===== src/rtl/common.vh =====
// Shared counter width and timer state encodings, reused by status readback logic.
`ifndef COMMON_VH
`define COMMON_VH
`define COUNTER_WIDTH 10
localparam logic [1:0] TIMER_ST_IDLE = 2'd0;
localparam logic [1:0] TIMER_ST_RUN  = 2'd1;
localparam logic [1:0] TIMER_ST_DONE = 2'd2;
`endif


===== src/rtl/countdown_timer_pkg.sv =====
// Types and helpers shared by countdown_timer and its tick prescaler.
package countdown_timer_pkg;
`include "common.vh"

  typedef enum logic [1:0] {
    S_IDLE = TIMER_ST_IDLE,
    S_RUN  = TIMER_ST_RUN,
    S_DONE = TIMER_ST_DONE
  } state_t;

  // A single-cycle prescaler still gets a 1-bit counter so the port list stays uniform.
  function automatic int unsigned prescale_cnt_w(input int unsigned p);
    return (p > 1) ? $clog2(p) : 1;
  endfunction
endpackage


===== src/rtl/countdown_timer_tick_prescaler.sv =====
// Divides CLK into one-cycle ticks every PRESCALE enabled cycles; clear restarts the phase.
module tick_prescaler
  import countdown_timer_pkg::*;
#(
  parameter int unsigned PRESCALE = 1
) (
  input  logic CLK,
  input  logic RST,
  input  logic enable,
  input  logic clear,
  output logic tick
);
  localparam int unsigned   CW   = prescale_cnt_w(PRESCALE);
  localparam logic [CW-1:0] LAST = CW'(PRESCALE - 1);

  logic [CW-1:0] cnt;

  // With PRESCALE=1 the counter never leaves zero, so tick follows enable directly.
  assign tick = enable && (cnt == LAST);

  always_ff @(posedge CLK or negedge RST) begin
    if (!RST) begin
      cnt <= '0;
    end else if (clear || tick) begin
      cnt <= '0;
    end else if (enable) begin
      cnt <= cnt + CW'(1);
    end
  end
endmodule


===== src/rtl/countdown_timer.sv =====
// Loadable down-counter with pause/abort and a one-cycle done pulse on expiry.
// Define TIMER_AUTORELOAD_EN to restart from the loaded value on expiry instead of stopping.
`include "common.vh"
module countdown_timer
  import countdown_timer_pkg::*;
#(
  parameter int unsigned WIDTH    = `COUNTER_WIDTH,
  parameter int unsigned PRESCALE = 1
) (
  input  logic             CLK,
  input  logic             RST,
  input  logic             load_valid_i,
  input  logic [WIDTH-1:0] load_value_i,
  output logic             load_ready_o,
  input  logic             pause_i,
  input  logic             abort_i,
  output logic [WIDTH-1:0] count_o,
  output logic             busy_o,
  output logic             done_o
);
  state_t           state;
  logic [WIDTH-1:0] count_q;
  logic             done_q;
  logic             tick;
  logic             presc_en;
  logic             presc_clr;
`ifdef TIMER_AUTORELOAD_EN
  logic [WIDTH-1:0] reload_q;
`endif

  assign presc_en  = (state == S_RUN) && !pause_i;
  assign presc_clr = (state != S_RUN) || abort_i;

  tick_prescaler #(.PRESCALE(PRESCALE)) u_prescaler (
    .CLK    (CLK),
    .RST    (RST),
    .enable (presc_en),
    .clear  (presc_clr),
    .tick   (tick)
  );

  always_ff @(posedge CLK or negedge RST) begin
    if (!RST) begin
      state   <= S_IDLE;
      count_q <= '0;
      done_q  <= 1'b0;
`ifdef TIMER_AUTORELOAD_EN
      reload_q <= '0;
`endif
    end else begin
      done_q <= 1'b0;
      case (state)
        S_IDLE: begin
          if (load_valid_i) begin
            if (load_value_i != '0) begin
              count_q <= load_value_i;
`ifdef TIMER_AUTORELOAD_EN
              reload_q <= load_value_i;
`endif
              state   <= S_RUN;
            end else begin
              // A zero load expires immediately without ever entering RUN.
              done_q <= 1'b1;
            end
          end
        end
        S_RUN: begin
          if (abort_i) begin
            count_q <= '0;
            state   <= S_IDLE;
          end else if (tick) begin
            if (count_q == WIDTH'(1)) begin
              done_q <= 1'b1;
`ifdef TIMER_AUTORELOAD_EN
              count_q <= reload_q;
`else
              count_q <= '0;
              state   <= S_DONE;
`endif
            end else begin
              count_q <= count_q - WIDTH'(1);
            end
          end
        end
        S_DONE: begin
          state <= S_IDLE;
        end
        default: begin
          state <= S_IDLE;
        end
      endcase
    end
  end

  assign load_ready_o = (state == S_IDLE);
  assign busy_o       = (state == S_RUN);
  assign count_o      = count_q;
  assign done_o       = done_q;
endmodule

===== config.mk =====
export PLATFORM = sky130hd
export DESIGN_NAME = countdown_timer
export DESIGN_NICKNAME = d
export VERILOG_FILES = /design/src/rtl/countdown_timer_pkg.sv /design/src/rtl/countdown_timer_tick_prescaler.sv /design/src/rtl/countdown_timer.sv
export VERILOG_INCLUDE_DIRS = /design/src /design/src/rtl
export SDC_FILE = /design/constraint.sdc
export NUM_CORES = 1
export LEC_CHECK = 0
export CORE_ASPECT_RATIO = 1.25
export CORE_MARGIN = 2
export CORE_UTILIZATION = 36
export DETAILED_ROUTE_END_ITERATION = 16
export RECOVER_POWER = 25
export SLEW_MARGIN = 20
export SYNTH_ARGS = -nofsm -noshare
export SYNTH_HDL_FRONTEND = slang
export SYNTH_HIERARCHICAL = 1
export SYNTH_SLANG_ARGS = --single-unit

===== constraint.sdc =====
create_clock -name CLK -period 2.87 [get_ports CLK]
set_clock_uncertainty 0.05 [all_clocks]
set_input_delay 0.4305 -clock CLK [delete_from_list [all_inputs] [get_ports CLK]]
set_output_delay 0.4305 -clock CLK [all_outputs]
set_load 0.02 [all_outputs]

After elaboration in Yosys (flattened, before gate mapping) --
Cells that the tools add are included.
Operators by class: add/sub/neg operators 2, eq/ne operators 7, multiplexer cells 20, bitwise logic cells 1, reduce and logical (&&, ||, !) cells 11
Operators by type and width (number):
- 2-to-1 mux 10 bit | 5
- case mux 10 bit (2 select lines) | 1
- == test 10 x 1 -> 1 bit (second input constant) | 1
- 2-to-1 mux 2 bit | 5
- nonzero test 10 bit | 1
- subtractor 10 x 1 -> 10 bit (second input constant) | 1
- AND reduction 4 bit | 2
- 2-to-1 mux 1 bit | 7
- != test 3 x 2 -> 1 bit (second input constant) | 2
- != test 2 x 1 -> 1 bit (second input constant) | 2
- case mux 2 bit (2 select lines) | 1
- nonzero test 2 bit | 2
- == test 2 x 1 -> 1 bit (second input constant) | 1
- logical AND 1 bit | 2
- logical NOT 2 bit | 1
- logical OR 1 bit | 2
- != test 2 bit (second input constant) | 1
- case mux 1 bit (2 select lines) | 1
- adder 1 bit (second input constant) | 1
- logical NOT 1 bit | 1
- inverter 1 bit | 1
Storage, ports and cells: register bits after elaboration 14, input port bits 15, output and inout bits 13, word-level logic and storage cells 45

Longest topological paths before layout --
depth after elaboration 6, gate-level depth with buffers 10, mapped depth without buffers 7

By module --
Netlist, hierarchy kept.
By module, submodules not included:
- countdown_timer | instances 1, cells each 103, area each 937.1 um^2, sequential area each 325.3 um^2
- tick_prescaler | instances 1, cells each 3, area each 46.3 um^2, sequential area each 25.0 um^2

Worst setup path after synthesis --
Ideal clock, no wire load.
path kind reg2reg, from register state[0], to register count_q[6] (netlist: count_o[6]), setup time 126 ps, arrival 2223 ps, data required time 2694 ps, slack 471 ps, stages on the path, launching flop included 11, buffers on the path 3, clock period less this slack 2399 ps, cells stage by stage dfrtp_1 > inv_1 > clkbuf_1 > nor3_1 > and2b_2 > nor3b_2 > or3_1 > buf_6 > nand2b_4 > buf_6 > o32a_1
On the way: cells in the longest elaborated chain, start to end 5, elaborated cells on any way between the ends 10, classes of those cells 4 x eq/ne; 1 x mux; 5 x reduce/logical
Ends and longest elaborated chain:
- start: declaration | RTL line countdown_timer.sv:21 | state_t state;
- start signal: assignment | RTL line countdown_timer.sv:44 | state <= S_IDLE;
- start signal: assignment | RTL line countdown_timer.sv:60 | state <= S_RUN;
- start signal: assignment | RTL line countdown_timer.sv:70 | state <= S_IDLE;
- == test 2 x 1 -> 1 bit | RTL line countdown_timer.sv:31 | assign presc_en = (state == S_RUN) && !pause_i;
- logical AND 1 bit | RTL line countdown_timer.sv:31
- named net presc_en | RTL line countdown_timer.sv:25 | logic presc_en;
- logical AND 1 bit | RTL line countdown_timer_tick_prescaler.sv:19 | assign tick = enable && (cnt == LAST);
- named net tick | RTL line countdown_timer.sv:24 | logic tick;
- != test 3 x 2 -> 1 bit (no source line)
- AND reduction 4 bit (no source line)
- end signal: assignment | RTL line countdown_timer.sv:56 | count_q <= load_value_i;
- end signal: assignment | RTL line countdown_timer.sv:81 | count_q <= count_q - WIDTH'(1);
- end: declaration | RTL line countdown_timer.sv:22 | logic [WIDTH-1:0] count_q;
The timed path passes the listed nets, and every way through them passes these cells. A chain may end at the register's enable or synchronous reset.

Worst setup path after layout --
from register state[0], to output busy_o
On the way: cells in the longest elaborated chain, start to end 1
Ends and longest elaborated chain:
- == test 2 x 1 -> 1 bit | RTL line countdown_timer.sv:96 | assign busy_o = (state == S_RUN);
- end: declaration | RTL line countdown_timer.sv:18 | output logic busy_o,
Every way passes these cells.

==> impl_results.md <==
* Share of post-route cells with drive strength above 1 at 10.29%
* Number of iterations in the first detailed-routing pass at 5
* Number of global-route vias before repair at just over 1000
* Antenna violations before repair at 0
* Total of warnings raised by yosys at 6
* Lkg Pwr at 0.5249 nW
* Number of max-cap violations at 0
* Worst skew pair latency at 280 ps
* TritonCTS clock tree: built
* Main flop type after synthesis: dfrtp_1
* H-tree levels at 1
* Register-to-register setup slack at 710 ps
* Shortest period the worst path allows at approximately 2200 ps
* Clock buffer depth at 2
* Area of the mapped netlist at 983.4 um^2
* Most frequent cells after synthesis: 14 x dfrtp_1, 9 x inv_1, 7 x o21ai_0
* Netlist cell types at 33
* Worst-case vdd ir drop at 0.4906 mV
* Number of DRC markers after the initial detailed-route iteration at 44
* Max transition margin at 52.91%
* Final period util at 75.84%
* Gates resized, CTS repair at 0
* Number of cells on the worst reg-to-reg path at 7
* Worst Max-Slew Pin Slew at between 600 and 700 ps
* Share of Yosys cell area claimed by the top area cell type at a little over a third
* Largest net degree at the start of global routing at 15
* DR vias at between 1000 and 1500
* Kind of capture point of the worst setup path: output port
* Class of the most critical setup path: reg2out
* Critical Path Slowest Stage Cell: clkdlybuf4s50_1
* Crit path launch type: register
* Setup repair after global routing missed its margin: no
* Half-perimeter wire length after placement at 2116 um
* Port Buffers at 27
* End of the worst register-to-register path: count_o[6]
* Routed WL at 2907 um
* Run status: complete, no violations
* Global placement routability congestion at between 0.8 and 0.9
* Cell chain of the critical path: inv_1 -> buf_4 -> nor2_1 -> clkdlybuf4s50_1
* Total of fill cells in the finished design at 263
* Antenna violation net count after detailed routing at 0
* Gate Count Post-Synth at 106
* Number of max-slew violations in the final report at 0
* Die Outline Area at ~3200 um^2
* Horizontal die dimension at between 50 and 60 um
* Hold bufs inserted after CTS at 0
* Buffers inserted by post-CTS timing repair at 0
* Mean number of vias per cell at a little over 6
* Post-Synthesis Net Count at 123
* Master cell of the clock root buffer: clkbuf_4
* Synthesized area per cell at 9.278 um^2
* First-pass GRT wire length at 4850 um
* Starting Density at 37.43%
* TritonCTS buffer count at 3
* Largest area contributor in the synthesized netlist: dfrtp_1
* Standard-cell row count at 21
* Critical path endpoint: busy_o
* Number of remaining DRC errors at 0
* Largest incremental delay on the critical path at 600 ps
* Critical-path maximum fanout at 12
* Source of the worst register-to-register timing path: state[0]
* Worst hold slack at between 400 and 500 ps
* Pwr Density at 1081 nW/um^2
* Leading cell types by total area after synthesis: dfrtp_1 36%, nor3b_2 3.8%, o21ai_0 3.6%
* CTS Sinks at 14
* Required time reported for the critical path endpoint at 2390 ps
* Min-Delay Path Class: reg2reg
* Final sum of negative setup slack at 0 ps
* Core footprint at 2628 um^2
* Nets at 154
* Overall global routing resource usage at 19.67%
* Fraction of registers with async set or reset after synthesis at 100.0%
* Crit path DAT at 1700 ps
* Total I/O pin count at 28
* Synthesis-to-layout area growth at 33.97%
* Diodes inserted at 0
* Number of synthesized flops with an enable pin at 0
* Number of failing setup endpoints in the final timing report at 0
* Overflow left after global routing at 0
* Fmax at 459.4 MHz
* Die Span Y at between 60 and 70 um
* Startpoint of the worst setup timing path: state[0]
* Portion of the post-synthesis area used by sequential elements at a little over a third
* Reg clk slew, reported paths at 100 ps
* Detailed-route wire length per cell at between 15 and 20 um
* Register bit count reported by yosys at 14
* Endpoints failing hold at 0
* Cell with the most instances after synthesis: dfrtp_1
==> power by group <==
group / switching, mW / total [mW] / internal [mW]
Combinational: 0.483 / 0.878 / 0.395
Sequential: 0.124 / 0.395 / 0.271
Clock: 0.0749 / 0.152 / 0.0771
==> state kept, by name, indices dropped and copies added, names as in the netlist <==
signal	flops
done_o	1
state	2
count_o	10
u_prescaler/cnt	1
==> critical path, delay by kind of cell (launching register included) <==
family                 cells  cell delay [ps]
buffers and inverters      3              860
flip-flops                 1              440
AND/OR/NAND/NOR            1              110
==> cell usage in the layout, fill, tap and decap left out <==
| cell | instances |
|---|---|
| clkdlybuf4s50_1 | 26 |
| or4_1 | 2 |
| o31ai_1 | 4 |
| nor4_1 | 5 |
| nand2b_4 | 1 |
| clkbuf_4 | 3 |
| ha_1 | 2 |
| nand2_1 | 5 |
| or3_1 | 2 |
| o2111ai_1 | 1 |
| dlygate4sd3_1 | 1 |
| a22oi_1 | 3 |
| a21oi_1 | 4 |
| dfrtp_1 | 14 |
| a2bb2oi_1 | 3 |
| nor2_1 | 5 |
| mux2i_1 | 2 |
| and3_1 | 3 |
| nand3_1 | 3 |
| a32oi_1 | 3 |
| nor3b_1 | 1 |
| o22ai_1 | 3 |
| a211oi_1 | 4 |
| o21ai_0 | 7 |
| o32a_1 | 1 |
| nor3b_2 | 3 |
| a31oi_1 | 1 |
| a41oi_1 | 1 |
| a31oi_2 | 1 |
| nor4_4 | 1 |
| inv_1 | 9 |
| clkbuf_8 | 1 |
| nor3_1 | 4 |
| buf_4 | 3 |
| and2b_2 | 1 |
| o211ai_1 | 3 |
==> layer usage <==
metal,GRT usage [%],share of wire [%],up-vias
met5,0,0,-
met1,26.60,43,498
li1,-,-,476
met2,31.09,49,51
met3,3.349,7.8,2
met4,7.432,0.41,0
==> kinds of logic after synthesis <==
kind of cell    Yosys count  synth area share (%)
compound gates           39                 28.25
fa+ha+maj                 2                 2.544
buf+inv                  13                 7.251
flops                    14                 35.62
mux                       2                 2.036
simple gates             36                 24.30
==> per-stage QoR <==
step	instance area [um^2]	worst slack (ps)	total power [mW]	std cells	util, %
2_1_floorplan	983.4	471.5	0.9512	106	-
3_3_place_gp	1281	475.1	1.264	166	48.76
3_5_place_dp	1281	439.7	1.262	166	48.76
4_1_cts	1318	684.9	1.420	170	50.14
5_1_grt	1318	568.2	1.525	170	50.14
6_report	1318	693.3	1.425	170	50.14
==> area by class of cell <==
class | instances | area (um^2) | share of cell area (%)
sequential | 14 | 350.3 | 26.59
timing repair buffer | 30 | 292.8 | 22.22
multi-input combinational | 79 | 561.8 | 42.64
inverter | 9 | 33.78 | 2.564
tap | 34 | 42.54 | 3.229
clock buffer | 4 | 36.28 | 2.754
==> how the worst min path moves through the flow <==
stage                                from         endpoint  slack [ps]  depth (start not counted)
after global placement    u_prescaler/cnt  u_prescaler/cnt         470                          1
after global routing      u_prescaler/cnt  u_prescaler/cnt         530                          1
after floorplan                       RST       count_o[0]          80                          0
after CTS                 u_prescaler/cnt  u_prescaler/cnt         490                          1
after detailed placement  u_prescaler/cnt  u_prescaler/cnt         460                          1
final                     u_prescaler/cnt  u_prescaler/cnt         490                          1
No activity file was read; power rests on OpenSTA's default activity.
